**config.mk**
```make
export PLATFORM = sky130hd
export DESIGN_NAME = dijkstra_relax_ctrl
export DESIGN_NICKNAME = d
export VERILOG_FILES = /design/src/rtl/dijkstra_relax_ctrl.sv
export SDC_FILE = /design/constraint.sdc
export NUM_CORES = 1
export LEC_CHECK = 0
export CELL_PAD_IN_SITES_DETAIL_PLACEMENT = 0
export CELL_PAD_IN_SITES_GLOBAL_PLACEMENT = 2
export CORE_UTILIZATION = 32
export DETAILED_ROUTE_END_ITERATION = 7
export DONT_BUFFER_PORTS = 1
export PLACE_DENSITY = 0.73
export SLEW_MARGIN = 15
export SYNTH_ARGS = -nofsm -noshare
export SYNTH_HDL_FRONTEND = slang
export SYNTH_SLANG_ARGS = --single-unit
```
**constraint.sdc**
```tcl
create_clock -name clk -period 2.47 [get_ports clk]
set_clock_uncertainty 0.15 [all_clocks]
set_input_delay 0.6175 -clock clk [delete_from_list [all_inputs] [get_ports clk]]
set_output_delay 0.6175 -clock clk [all_outputs]
set_load 0.005 [all_outputs]
```
**src/rtl/dijkstra_relax_ctrl.sv**
```systemverilog
`default_nettype none
// ============================================================================
// Module      : dijkstra_relax_ctrl
// Description : Edge relaxation controller for one Dijkstra node expansion.
//               Pulls edges from a ready/valid stream, hands each one to an
//               external float check-step (node_dist + weight), and reports
//               a distance update when the candidate beats the current
//               neighbour distance.
// Revision    : 1.0 - initial release
// ============================================================================
module dijkstra_relax_ctrl (
  input  logic        clk,
  input  logic        reset,
  input  logic        clk_en,
  input  logic        start,
  input  logic [31:0] node_dist,
  input  logic [7:0]  edge_count,
  input  logic        edge_valid,
  output logic        edge_ready,
  input  logic [31:0] edge_weight,
  input  logic [31:0] edge_cur_dist,
  input  logic [7:0]  edge_idx,
  output logic        cs_start,
  output logic [31:0] cs_dataa,
  output logic [31:0] cs_datab,
  input  logic        cs_done,
  input  logic [31:0] cs_result,
  output logic        upd_valid,
  output logic [7:0]  upd_idx,
  output logic [31:0] upd_dist,
  output logic        busy,
  output logic        done,
  output logic [7:0]  upd_count,
  output logic        timeout_err
);

  // +infinity in IEEE-754 single; anything above it is a NaN encoding.
  localparam logic [31:0] c_FP_INF    = 32'h7F800000;
  // Watchdog value reached on the eighth enabled WAIT cycle.
  localparam logic [3:0]  c_WDOG_LAST = 4'd7;

  typedef enum logic [2:0] {
    IDLE   = 3'd0,
    FETCH  = 3'd1,
    ISSUE  = 3'd2,
    WAIT   = 3'd3,
    EVAL   = 3'd4,
    FINISH = 3'd5
  } state_t;

  state_t      r_state;
  logic [31:0] nd_r;
  logic [7:0]  remaining_r;
  logic [31:0] cand_r;
  logic [31:0] r_weight;
  logic [31:0] r_cur_dist;
  logic [7:0]  r_idx;
  logic [3:0]  r_wdog;
  logic        r_upd_valid;
  logic        r_done;
  logic        w_improve;

  // Non-negative floats order like unsigned integers, so a plain integer
  // compare suffices once infinity/NaN on either side are excluded.
  assign w_improve = (cand_r <= c_FP_INF) && (r_cur_dist <= c_FP_INF) &&
                     (cand_r < r_cur_dist);

  // Decoded handshake/status outputs; pulses are suppressed while stalled.
  assign edge_ready = (r_state == FETCH);
  assign busy       = (r_state != IDLE);
  assign cs_start   = (r_state == ISSUE) && clk_en;
  assign cs_dataa   = (r_state == IDLE) ? 32'd0 : nd_r;
  assign cs_datab   = (r_state == IDLE) ? 32'd0 : r_weight;
  assign upd_valid  = r_upd_valid && clk_en;
  assign done       = r_done && clk_en;

  // Relaxation pass sequencer with its datapath latches.
  always_ff @(posedge clk) begin
    if (reset) begin
      r_state     <= IDLE;
      nd_r        <= 32'd0;
      remaining_r <= 8'd0;
      cand_r      <= 32'd0;
      r_weight    <= 32'd0;
      r_cur_dist  <= 32'd0;
      r_idx       <= 8'd0;
      r_wdog      <= 4'd0;
      r_upd_valid <= 1'b0;
      r_done      <= 1'b0;
      upd_idx     <= 8'd0;
      upd_dist    <= 32'd0;
      upd_count   <= 8'd0;
      timeout_err <= 1'b0;
    end else if (clk_en) begin
      r_upd_valid <= 1'b0;
      r_done      <= 1'b0;
      case (r_state)
        IDLE: begin
          if (start) begin
            nd_r        <= node_dist;
            remaining_r <= edge_count;
            upd_count   <= 8'd0;
            timeout_err <= 1'b0;
            r_state     <= (edge_count == 8'd0) ? FINISH : FETCH;
          end
        end
        FETCH: begin
          if (edge_valid) begin
            r_weight   <= edge_weight;
            r_cur_dist <= edge_cur_dist;
            r_idx      <= edge_idx;
            r_state    <= ISSUE;
          end
        end
        ISSUE: begin
          r_wdog  <= 4'd0;
          r_state <= WAIT;
        end
        WAIT: begin
          // cs_done is only trusted here: the check-step may raise it
          // combinationally while cs_start is still high.
          if (cs_done) begin
            cand_r  <= cs_result;
            r_state <= EVAL;
          end else if (r_wdog == c_WDOG_LAST) begin
            // Infinity as the candidate guarantees no update for this edge.
            timeout_err <= 1'b1;
            cand_r      <= c_FP_INF;
            r_state     <= EVAL;
          end else begin
            r_wdog <= r_wdog + 4'd1;
          end
        end
        EVAL: begin
          if (w_improve) begin
            r_upd_valid <= 1'b1;
            upd_idx     <= r_idx;
            upd_dist    <= cand_r;
            if (upd_count != 8'hFF) begin
              upd_count <= upd_count + 8'd1;
            end
          end
          remaining_r <= remaining_r - 8'd1;
          r_state     <= (remaining_r == 8'd1) ? FINISH : FETCH;
        end
        FINISH: begin
          r_done  <= 1'b1;
          r_state <= IDLE;
        end
        default: r_state <= IDLE;
      endcase
    end
  end

endmodule
`default_nettype wire

```
==> impl_metrics.prom, run 1 <==
# TYPE chip_impl_metric gauge
chip_impl_metric{name="final.setup.worst_slack",unit="ns"} -0.0743
chip_impl_metric{name="drt_pass1_iterations",unit=""} 6
chip_impl_metric{name="placedInstanceArea",unit="um2"} 9640
chip_impl_metric{name="cts.htree.levels",unit=""} 1
chip_impl_metric{name="post_route_cells_drive_above_1_share",unit="%"} 15.8
chip_impl_metric{name="initial_core_util",unit="%"} 32.8
chip_impl_metric{name="power_density",unit="nW/um2"} 725
chip_impl_metric{name="max_freq",unit="MHz"} 393
chip_impl_metric{name="placeableCoreArea",unit="um2"} 27000
chip_impl_metric{name="total_power",unit="mW"} 7.93
chip_impl_metric{name="io_pins",unit=""} 268
chip_impl_info{name="synth_common_cells",value="243 x nand2_1, 202 x dfxtp_1, 132 x a21oi_1"} 1
chip_impl_metric{name="globalRouteMet3Util",unit="%"} 5.29
chip_impl_metric{name="number_of_global_route_vias_before_repair",unit=""} 7412
chip_impl_metric{name="finalNetCount",unit=""} 1325
chip_impl_metric{name="ys_ff_latch",unit=""} 202
chip_impl_info{name="worst-setup-path-type",value="flip-flop to flip-flop"} 1
chip_impl_info{name="critical_path.reg2reg.endpoint",value="upd_idx[6]"} 1
chip_impl_info{name="min-delay-start",value="reset"} 1
chip_impl_metric{name="synthDominantCellAreaShare",unit="%"} 45.7
chip_impl_metric{name="worst_ep_required_time",unit="ns"} 2.72
chip_impl_metric{name="pre_cts_slack",unit="ns"} -0.340
chip_impl_metric{name="ys_types",unit=""} 48
chip_impl_metric{name="grt_util_all_layers",unit="%"} 18.9
chip_impl_metric{name="vdd_ir_drop_max",unit="mV"} 0.411
chip_impl_metric{name="chipWidth",unit="um"} 168
chip_impl_metric{name="initial_antenna_violation_count",unit=""} 2
chip_impl_metric{name="max-slew-margin-rel",unit="%"} 71.1
chip_impl_metric{name="synth-seq-area-share",unit="%"} 45.7
chip_impl_metric{name="timing.hold.ws",unit="ns"} 0.0229
chip_impl_metric{name="synth.net_count",unit=""} 1280
chip_impl_metric{name="port_buffers",unit=""} 0
chip_impl_metric{name="clock-sinks",unit=""} 202
chip_impl_info{name="worstReg2RegStart",value="r_cur_dist[28]"} 1
chip_impl_metric{name="pin_count_of_the_biggest_net_entering_global_routing",unit=""} 203
chip_impl_metric{name="drt_wl_total",unit="um"} 27500
chip_impl_metric{name="synthArstFlopShare",unit="%"} 0
chip_impl_info{name="worst_setup_path_start_kind",value="flip-flop"} 1
chip_impl_info{name="cts_root_buf",value="clkbuf_16"} 1
chip_impl_metric{name="globalRouteMet1Util",unit="%"} 24.2
chip_impl_metric{name="cts_inserted_buffers",unit=""} 24
chip_impl_metric{name="clk_latency",unit="ns"} 0.52
chip_impl_metric{name="final_core_area_utilization",unit="%"} 40.5
chip_impl_metric{name="clkSlewWorstSetupHoldPaths",unit="ns"} 0.06
chip_impl_metric{name="syn_area",unit="um2"} 8850
chip_impl_metric{name="finalMaxSlewViolations",unit=""} 0
chip_impl_info{name="hold_end",value="r_cur_dist[26]"} 1
chip_impl_metric{name="stdcell_count",unit=""} 1502
chip_impl_metric{name="cts.path.max_buffers",unit=""} 3
chip_impl_metric{name="post-route-drc-count",unit=""} 0
chip_impl_metric{name="setup_tns",unit="ns"} -0.837
chip_impl_metric{name="fp.dieH",unit="um"} 168
chip_impl_metric{name="route.antenna.remaining_nets",unit=""} 0
chip_impl_info{name="netlist.top_cell.by_area",value="dfxtp_1"} 1
chip_impl_metric{name="drt-initial-drc-count",unit=""} 393
chip_impl_metric{name="final.min_clock_period",unit="ns"} 2.54
chip_impl_info{name="worstHoldPathType",value="input pin to flip-flop"} 1
chip_impl_metric{name="reg2reg_slack",unit="ns"} -0.07
chip_impl_info{name="cp-end-kind",value="flip-flop"} 1
chip_impl_info{name="tritoncts",value="built"} 1
chip_impl_info{name="failed_checks",value="setup timing"} 1
chip_impl_info{name="rsz0062_at_grt",value="true"} 1
chip_impl_metric{name="critPathArrivalTime",unit="ns"} 2.80
chip_impl_metric{name="fin_area",unit="um2"} 10900
chip_impl_metric{name="tightestPinTransition",unit="ns"} 0.433
chip_impl_info{name="yosys_most_used_dff",value="dfxtp_1"} 1
chip_impl_metric{name="critPathMaxFanout",unit=""} 4
chip_impl_metric{name="flow.area_growth_from_synthesis",unit="%"} 23.6
chip_impl_metric{name="share_of_the_cycle_needed_by_the_critical_path_after_routing",unit="%"} 103
chip_impl_metric{name="final-setup-viol-count",unit=""} 32
chip_impl_metric{name="gp_routability_congestion",unit=""} 0.793
chip_impl_metric{name="final_hold_viols",unit=""} 0
chip_impl_metric{name="total_vias_in_the_final_route",unit=""} 7653
chip_impl_info{name="synth_top_cells_by_area",value="dfxtp_1 46%, nand2_1 10%, a21oi_1 7.5%, ha_1 4.9%, and2_1 4.8%"} 1
chip_impl_info{name="top_usage_layer",value="met2"} 1
chip_impl_metric{name="die-area",unit="um2"} 28300
chip_impl_metric{name="synthesis.yosys.warnings",unit=""} 0
chip_impl_metric{name="syn_inst",unit=""} 1095
chip_impl_info{name="leading_cell_type_by_number_of_instances_after_synthesis",value="nand2_1"} 1
chip_impl_metric{name="hold_path_depth",unit=""} 1
chip_impl_metric{name="hold_buffers",unit=""} 0
chip_impl_metric{name="synthesis.area_per_instance",unit="um2"} 8.08
chip_impl_metric{name="power.leakage",unit="nW"} 3.99
chip_impl_metric{name="global_route.usage.met2",unit="%"} 31.0
chip_impl_metric{name="max_cap_viol_count",unit=""} 0
chip_impl_metric{name="gr-total-overflow",unit=""} 0
chip_impl_metric{name="standard_cell_rows",unit=""} 60
chip_impl_metric{name="vias_per_cell",unit=""} 5.10
chip_impl_metric{name="timing.reg2reg.worst_path_depth",unit=""} 14
chip_impl_metric{name="number_of_synthesized_flops_with_an_enable_pin",unit=""} 0
chip_impl_metric{name="wl_per_cell",unit="um"} 18.3
chip_impl_metric{name="dp.cells",unit=""} 1440
chip_impl_info{name="run_status",value="complete, but fails checks"} 1
chip_impl_metric{name="hpwl",unit="um"} 18200
chip_impl_info{name="crit_path_launch",value="r_cur_dist[28]"} 1
chip_impl_metric{name="first_pass_grt_wire_length",unit="um"} 42500
==> flip-flops by register name, indices dropped and copies added, names as in the netlist <==
name         flops
cand_r          32
r_done           1
r_wdog           4
nd_r            32
upd_dist        32
r_state          3
r_cur_dist      32
r_weight        32
timeout_err      1
upd_count        8
remaining_r      8
upd_idx          8
r_idx            8
r_upd_valid      1
==> cell type report <==
type                       instances  area [um2]
fill                            2815       16100
multi-input combinational        790        4680
sequential                       202        4070
timing repair buffer              85         821
clock buffer                      38         714
tap                              341         427
inverter                          37         141
clock inverter                     6        82.6
antenna                            3        7.51
==> what timing repair did <==
action	CTS	global route
pin swaps	17	4
buffers inserted	11	1
gates resized for setup	64	11
cloned	2	1
setup endpoints to repair	113	109
==> where the power goes <==
group | total (mW) | leakage [nW] | switching, mW | internal, mW
clock | 3.58 | 0.388 | 1.40 | 2.18
sequential | 3.43 | 1.64 | 0.0712 | 3.36
combinational | 0.920 | 1.96 | 0.528 | 0.392
total | 7.93 | 3.99 | 1.99 | 5.94
==> logic make-up (layout without fill, tap and decap cells) <==
group,after synthesis,after routing,synth area share (%)
other,0,3,0
xor gates and xnor gates,2,2,0.198
and+or+nand+nor,499,499,25.8
DFF,202,202,45.7
AOI/OAI and AO/OA,214,214,14.1
buffers and inverters,103,166,4.74
muxes,40,40,4.52
adders and majority gates,35,35,4.95
==> worst max-delay path, cell delays in order, from the launching register on <==
cell       delay (ns)
dfxtp_2          0.32
inv_1            0.04
ha_1             0.26
nand4_1          0.18
buf_4            0.14
nor4_2           0.03
buf_4            0.14
buf_6            0.11
o2bb2ai_4        0.13
nor4_4           0.27
buf_6            0.19
buf_6            0.11
buf_6            0.11
mux2i_1          0.18
nor2_1           0.06
==> worst max-delay path by stage <==
| stage | end | cells after the start |
|---|---|---|
| final | upd_idx[6] | 14 |
| after global routing | upd_idx[6] | 12 |
| after CTS | upd_idx[6] | 11 |
| after detailed placement | upd_dist[30] | 9 |
| after global placement | upd_dist[23] | 9 |
| after floorplan | upd_dist[0] | 10 |
==> routing by layer <==
| layer | up-vias | routed length [um] |
|---|---|---|
| met2 | 212 | 12800 |
| met4 | 0 | 410 |
| li1 | 3815 | - |
| met3 | 31 | 2140 |
| met5 | - | 0 |
| met1 | 3595 | 12100 |
==> cells in the final DEF (no fill, tap or decap), types with 3 or more instances in the layout <==
cell and count:
clkbuf_1 9, nor4_4 4, nor4_2 3, mux2i_1 40, ha_1 26, o21ai_1 3
o211ai_1 3, nor2b_1 4, nand2_1 241, a211oi_1 9, buf_6 8, nand4_1 16
nor4_1 9, clkbuf_8 4, a21oi_1 130, inv_1 34, nand3_1 10, a22oi_1 24
clkbuf_16 26, dfxtp_1 182, diode_2 3, o21ai_0 8, nor3_1 10, buf_12 7
dfxtp_2 18, and2_1 67, buf_4 66, nor3_2 4, nand3b_1 3, ha_4 9
or2_2 3, nor2_1 97, nand2b_1 5, and3_1 6, o22ai_1 12, clkinv_2 3
a31oi_1 4
Power figures use the tool's default switching activity.
==> run 2: changes to the inputs <==
- CELL_PAD_IN_SITES_DETAIL_PLACEMENT: 0 -> 1
==> impl_metrics.prom, run 2 (synthesized netlist as in run 1, its figures left out) <==
# TYPE chip_impl_metric gauge
chip_impl_metric{name="switching_power",unit="mW"} 2.08
chip_impl_metric{name="critPathMaxFanout",unit=""} 4
chip_impl_metric{name="critPathArrivalTime",unit="ns"} 2.82
chip_impl_info{name="failed_checks",value="setup timing"} 1
chip_impl_metric{name="cp_slowest_stage_delay",unit="ns"} 0.34
chip_impl_metric{name="cts.path.max_buffers",unit=""} 3
chip_impl_metric{name="max_cap_viol_count",unit=""} 0
chip_impl_metric{name="power.leakage",unit="nW"} 4.04
chip_impl_metric{name="die-area",unit="um2"} 28300
chip_impl_metric{name="comb_power_share",unit="%"} 11.5
chip_impl_metric{name="final_hold_viols",unit=""} 0
chip_impl_metric{name="cts_inserted_buffers",unit=""} 25
chip_impl_metric{name="placeableCoreArea",unit="um2"} 27000
chip_impl_metric{name="pin_count_of_the_biggest_net_entering_global_routing",unit=""} 203
chip_impl_metric{name="power_density",unit="nW/um2"} 750
chip_impl_metric{name="post_route_cells_drive_above_1_share",unit="%"} 17.2
chip_impl_metric{name="initial_core_util",unit="%"} 32.8
chip_impl_info{name="cells_traversed_along_the_worst_timing_path",value="inv_1 -> ha_4 -> nand4_1 -> buf_4 -> nor4_4 -> buf_4 -> o2bb2ai_4 -> nor4_4 -> buf_6 -> buf_6 -> nor2b_4 -> a32o_1"} 1
chip_impl_metric{name="total_vias_in_the_final_route",unit=""} 7757
chip_impl_info{name="rsz0062_at_grt",value="true"} 1
chip_impl_metric{name="netSwitchingFraction",unit="%"} 25.1
chip_impl_info{name="critPathSlowestCell",value="dfxtp_2"} 1
chip_impl_info{name="cts_root_buf",value="clkbuf_16"} 1
chip_impl_metric{name="clk_latency",unit="ns"} 0.52
chip_impl_metric{name="stdcell_count",unit=""} 1498
chip_impl_metric{name="hpwl",unit="um"} 19500
chip_impl_metric{name="initial_antenna_violation_count",unit=""} 4
chip_impl_metric{name="clock-sinks",unit=""} 202
chip_impl_metric{name="worst_ep_required_time",unit="ns"} 2.72
chip_impl_metric{name="final-setup-viol-count",unit=""} 46
chip_impl_info{name="cp-end-kind",value="flip-flop"} 1
chip_impl_metric{name="vdd_ir_drop_max",unit="mV"} 0.489
chip_impl_metric{name="share_clk_of_total_power",unit="%"} 47.1
chip_impl_metric{name="post-route-drc-count",unit=""} 0
chip_impl_metric{name="first_pass_grt_wire_length",unit="um"} 44900
chip_impl_metric{name="clkSlewWorstSetupHoldPaths",unit="ns"} 0.06
chip_impl_metric{name="grt_util_all_layers",unit="%"} 20.0
chip_impl_metric{name="power.internal",unit="mW"} 6.22
chip_impl_metric{name="max-slew-margin-rel",unit="%"} 70.4
chip_impl_metric{name="setup_tns",unit="ns"} -1.90
chip_impl_info{name="tritoncts",value="built"} 1
chip_impl_metric{name="area.sequential",unit="um2"} 4080
chip_impl_metric{name="multi_input_comb_area",unit="um2"} 4730
chip_impl_metric{name="finalNetCount",unit=""} 1324
chip_impl_metric{name="share_of_the_cycle_needed_by_the_critical_path_after_routing",unit="%"} 104
chip_impl_metric{name="fp.dieH",unit="um"} 168
chip_impl_metric{name="chipWidth",unit="um"} 168
chip_impl_metric{name="standard_cell_rows",unit=""} 60
chip_impl_metric{name="gp_routability_congestion",unit=""} 0.793
chip_impl_metric{name="port_buffers",unit=""} 0
chip_impl_metric{name="final.min_clock_period",unit="ns"} 2.57
chip_impl_metric{name="number_of_global_route_vias_before_repair",unit=""} 7930
chip_impl_metric{name="vias_per_cell",unit=""} 5.18
chip_impl_info{name="worst_setup_path_start_kind",value="flip-flop"} 1
chip_impl_metric{name="cts.htree.levels",unit=""} 1
chip_impl_metric{name="wl_per_cell",unit="um"} 19.5
chip_impl_metric{name="layout.filler_cells",unit=""} 3184
chip_impl_info{name="run_status",value="complete, but fails checks"} 1
chip_impl_metric{name="final.setup.worst_slack",unit="ns"} -0.101
chip_impl_info{name="worst-setup-path-type",value="flip-flop to flip-flop"} 1
chip_impl_info{name="worstHoldPathType",value="input pin to flip-flop"} 1
chip_impl_info{name="layout.cells.most_common",value="nand2_1"} 1
chip_impl_metric{name="flow.area_growth_from_synthesis",unit="%"} 25.1
chip_impl_metric{name="finalMaxSlewViolations",unit=""} 0
chip_impl_metric{name="drt_pass1_iterations",unit=""} 4
chip_impl_metric{name="dp.cells",unit=""} 1440
chip_impl_info{name="final_cell_mix",value="241 x nand2_1, 178 x dfxtp_1, 130 x a21oi_1"} 1
chip_impl_metric{name="tightestPinTransition",unit="ns"} 0.444
chip_impl_metric{name="route.antenna.remaining_nets",unit=""} 0
chip_impl_metric{name="seqPwrFrac",unit="%"} 41.4
chip_impl_metric{name="max_freq",unit="MHz"} 389
chip_impl_metric{name="drt-initial-drc-count",unit=""} 326
chip_impl_metric{name="drt_wl_total",unit="um"} 29300
chip_impl_metric{name="io_pins",unit=""} 268
chip_impl_metric{name="gr-total-overflow",unit=""} 0
chip_impl_metric{name="total_power",unit="mW"} 8.31
run 2: path summary, 6_finish.rpt:
check,startpoint,end,slack (ns),cells after the start
max reg2reg,r_cur_dist[29],upd_count[6],-0.10,12
max,r_cur_dist[29],upd_count[6],-0.10,12
min,reset,remaining_r[6],0.02,1
min reg2reg,r_done,r_done,0.29,2
run 2: cell type report:
type	instances	area share [%]
Clock buffer	37	6.96
Antenna cell	2	0.0452
Multi-Input combinational cell	790	42.7
Sequential cell	202	36.9
Timing Repair Buffer	83	7.31
Clock inverter	6	1.03
Tap cell	341	3.85
Inverter	37	1.25
run 2: worst max-delay path: cells and delay by family, from the launching register on:
family	cells	cell delay [ns]
adders and majority gates	1	0.27
DFF	1	0.34
AOI/OAI and AO/OA	2	0.31
and+or+nand+nor	4	0.64
buffers and inverters	5	0.73
run 2: repair_timing:
action	CTS	global route
buffers inserted	8	3
pin swaps	16	15
gates cloned	2	1
hold buffers	0	1
endpoints found under the hold margin	0	4
resized for setup	66	22
endpoints found under the setup margin	114	111
run 2: metal layers:
metal  track usage [%]  part of all wire (%)  up-vias
met4              5.53                   1.9        2
met1              25.3                    44     3725
met3              5.81                   7.4       41
met5                 0                 0.058        -
li1                  -                     -     3806
met2              32.9                    47      183
run 2: per-stage QoR:
stage               hold slack [ns]  utilization, %  cell area [um2]  setup slack, ns
floorplan                     0.277               -             8850          0.00532
global placement              0.282            35.7             9640           -0.340
detailed placement            0.289            35.7             9640           -0.386
CTS                         0.00546            40.5            10900          -0.0401
global route              -0.000757            41.0            11100           -0.184
finish                       0.0179            41.0            11100           -0.101
run 2: power groups by stage:
stage | registers [mW] | clock network, mW | logic, mW
floorplan | 3.47 | 0 | 0.554
detailed placement | 3.50 | 0 | 0.823
global placement | 3.49 | 0 | 0.810
global route | 3.45 | 4.15 | 1.06
CTS | 3.43 | 4.03 | 0.911
finish | 3.44 | 3.92 | 0.955
==> run 3: changes to the inputs <==
- CTS_BUF_LIST: default -> sky130_fd_sc_hd__clkbuf_16
- HOLD_SLACK_MARGIN: default -> 0.02
==> impl_metrics.prom, run 3 (synthesized netlist as in run 1, its figures left out) <==
# TYPE chip_impl_metric gauge
chip_impl_metric{name="hold_path_depth",unit=""} 1
chip_impl_info{name="critical_path.reg2reg.endpoint",value="upd_count[6]"} 1
chip_impl_metric{name="grt_util_all_layers",unit="%"} 20.1
chip_impl_info{name="critical_path.top_delay_family",value="buffers and inverters"} 1
chip_impl_metric{name="port_buffers",unit=""} 0
chip_impl_metric{name="logic_depth_of_the_worst_path_buffers_included",unit=""} 12
chip_impl_metric{name="reg2reg_slack",unit="ns"} -0.09
chip_impl_metric{name="first_pass_grt_wire_length",unit="um"} 45100
chip_impl_metric{name="final-setup-viol-count",unit=""} 45
chip_impl_info{name="hold_end",value="remaining_r[7]"} 1
chip_impl_metric{name="initial_core_util",unit="%"} 32.8
chip_impl_metric{name="share_of_the_cycle_needed_by_the_critical_path_after_routing",unit="%"} 103
chip_impl_metric{name="chipWidth",unit="um"} 168
chip_impl_metric{name="worst_ep_required_time",unit="ns"} 2.72
chip_impl_metric{name="clock-sinks",unit=""} 202
chip_impl_metric{name="max_freq",unit="MHz"} 391
chip_impl_info{name="min-delay-start",value="reset"} 1
chip_impl_metric{name="final.setup.worst_slack",unit="ns"} -0.0863
chip_impl_metric{name="wl_per_cell",unit="um"} 19.6
chip_impl_metric{name="hpwl",unit="um"} 19500
chip_impl_metric{name="finalNetCount",unit=""} 1324
chip_impl_metric{name="route.antenna.remaining_nets",unit=""} 0
chip_impl_info{name="critPathSlowestCell",value="dfxtp_2"} 1
chip_impl_metric{name="total_vias_in_the_final_route",unit=""} 7759
chip_impl_metric{name="gr-total-overflow",unit=""} 0
chip_impl_info{name="rsz0062_at_grt",value="true"} 1
chip_impl_metric{name="power.leakage",unit="nW"} 3.99
chip_impl_metric{name="cp_slowest_stage_delay",unit="ns"} 0.33
chip_impl_metric{name="finalMaxSlewViolations",unit=""} 0
chip_impl_metric{name="max_cap_viol_count",unit=""} 0
chip_impl_info{name="layout.cells.most_common",value="nand2_1"} 1
chip_impl_metric{name="area.sequential",unit="um2"} 4080
chip_impl_info{name="failed_checks",value="setup timing"} 1
chip_impl_info{name="worstReg2RegStart",value="r_cur_dist[30]"} 1
chip_impl_metric{name="clk_latency",unit="ns"} 0.52
chip_impl_metric{name="pin_count_of_the_biggest_net_entering_global_routing",unit=""} 164
chip_impl_metric{name="cts.htree.levels",unit=""} 1
chip_impl_metric{name="multi_input_comb_area",unit="um2"} 4720
chip_impl_metric{name="cts.path.max_buffers",unit=""} 3
chip_impl_metric{name="die-area",unit="um2"} 28300
chip_impl_metric{name="critPathMaxFanout",unit=""} 4
chip_impl_metric{name="post_route_cells_drive_above_1_share",unit="%"} 16.5
chip_impl_metric{name="final_core_area_utilization",unit="%"} 40.6
chip_impl_metric{name="number_of_global_route_vias_before_repair",unit=""} 7954
chip_impl_metric{name="drt_wl_total",unit="um"} 29300
chip_impl_metric{name="standard_cell_rows",unit=""} 60
chip_impl_metric{name="setup_tns",unit="ns"} -1.56
chip_impl_metric{name="flow.area_growth_from_synthesis",unit="%"} 24.1
chip_impl_metric{name="fp.dieH",unit="um"} 168
chip_impl_metric{name="drt-initial-drc-count",unit=""} 331
chip_impl_metric{name="placeableCoreArea",unit="um2"} 27000
chip_impl_metric{name="layout.filler_cells",unit=""} 3191
chip_impl_metric{name="clkSlewWorstSetupHoldPaths",unit="ns"} 0.06
chip_impl_metric{name="cts_inserted_buffers",unit=""} 25
chip_impl_metric{name="final_hold_viols",unit=""} 0
chip_impl_info{name="run_status",value="complete, but fails checks"} 1
chip_impl_metric{name="gp_routability_congestion",unit=""} 0.793
chip_impl_metric{name="io_pins",unit=""} 268
chip_impl_metric{name="worstPathBufferInverterCount",unit=""} 5
chip_impl_metric{name="vias_per_cell",unit=""} 5.18
chip_impl_info{name="cells_traversed_along_the_worst_timing_path",value="inv_1 -> ha_4 -> nand4_1 -> buf_4 -> nor4_4 -> buf_4 -> o2bb2ai_4 -> nor4_4 -> buf_6 -> buf_6 -> nor2b_4 -> a32o_1"} 1
chip_impl_metric{name="timing.reg2reg.worst_path_depth",unit=""} 12
chip_impl_info{name="worstHoldPathType",value="input pin to flip-flop"} 1
chip_impl_metric{name="power_density",unit="nW/um2"} 727
chip_impl_metric{name="tightestPinTransition",unit="ns"} 0.419
chip_impl_info{name="worst_setup_path_start_kind",value="flip-flop"} 1
chip_impl_metric{name="vdd_ir_drop_max",unit="mV"} 0.408
chip_impl_metric{name="final.min_clock_period",unit="ns"} 2.56
chip_impl_metric{name="critPathArrivalTime",unit="ns"} 2.81
chip_impl_info{name="cp-end-kind",value="flip-flop"} 1
chip_impl_info{name="final_cell_mix",value="241 x nand2_1, 177 x dfxtp_1, 130 x a21oi_1"} 1
chip_impl_metric{name="max-slew-margin-rel",unit="%"} 71.8
chip_impl_info{name="tritoncts",value="built"} 1
chip_impl_info{name="worst-setup-path-type",value="flip-flop to flip-flop"} 1
chip_impl_info{name="cts_root_buf",value="clkbuf_16"} 1
chip_impl_metric{name="post-route-drc-count",unit=""} 0
chip_impl_metric{name="drt_pass1_iterations",unit=""} 4
chip_impl_metric{name="initial_antenna_violation_count",unit=""} 3
## run 3: per-stage QoR
stage	total power, mW	area [um2]	hold WS [ns]	setup WS [ns]	std cells
2_1_floorplan	4.03	8850	0.277	0.00532	1095
3_3_place_gp	4.30	9640	0.282	-0.340	1440
3_5_place_dp	4.32	9640	0.289	-0.386	1440
4_1_cts	8.06	10900	0.0215	-0.0414	1494
5_1_grt	8.33	11000	0.0464	-0.190	1497
6_report	7.98	11000	0.0698	-0.0863	1497
## run 3: repair_timing
action | CTS | global route
hold endpoints to repair | 40 | 0
setup buffers | 8 | 3
gates cloned | 2 | 1
gates resized for setup | 67 | 22
hold buffers | 1 | 0
pin swaps | 16 | 14
endpoints found under the setup margin | 114 | 111
## run 3: layer usage
metal	global-route usage (%)	vias to the layer above	wire, um
li1	-	3804	-
met1	25.4	3730	12900
met2	33.3	181	13800
met3	5.67	42	1990
met4	5.65	2	600
met5	0	-	17
## run 3: power breakdown
group          switching (mW)  internal [mW]  total [mW]  leakage [nW]
Combinational           0.556          0.404       0.961          1.96
Clock                    1.45           2.14        3.59         0.387
Sequential             0.0728           3.36        3.44          1.65
Total                    2.08           5.90        7.98          3.99
## run 3: worst max path at each step
stage,start,to,slack [ns]
6_report,r_cur_dist[30],upd_count[6],-0.09
5_1_grt,r_cur_dist[1],upd_dist[21],-0.19
4_1_cts,r_cur_dist[0],upd_count[6],-0.04
3_5_place_dp,r_cur_dist[1],upd_dist[12],-0.39
3_3_place_gp,r_cur_dist[1],upd_dist[23],-0.34
2_1_floorplan,r_cur_dist[23],upd_dist[0],0.005
## run 3: worst reg2reg max path, cell delays in order, from the launching register on
cell,delay [ns]
dfxtp_2,0.33
inv_1,0.06
ha_4,0.27
nand4_1,0.13
buf_4,0.18
nor4_4,0.32
buf_4,0.19
o2bb2ai_4,0.13
nor4_4,0.07
buf_6,0.15
buf_6,0.13
nor2b_4,0.13
a32o_1,0.20
## run 3: layout make-up
| cell class | instances | area share (%) |
|---|---|---|
| diodes | 1 | 0.0228 |
| clock inverters | 18 | 1.45 |
| inverters | 37 | 1.26 |
| clock buffers | 25 | 5.70 |
| repair buffers | 83 | 7.51 |
| multi-input cells | 790 | 43.0 |
| flip-flops and latches | 202 | 37.2 |
| well taps | 341 | 3.89 |
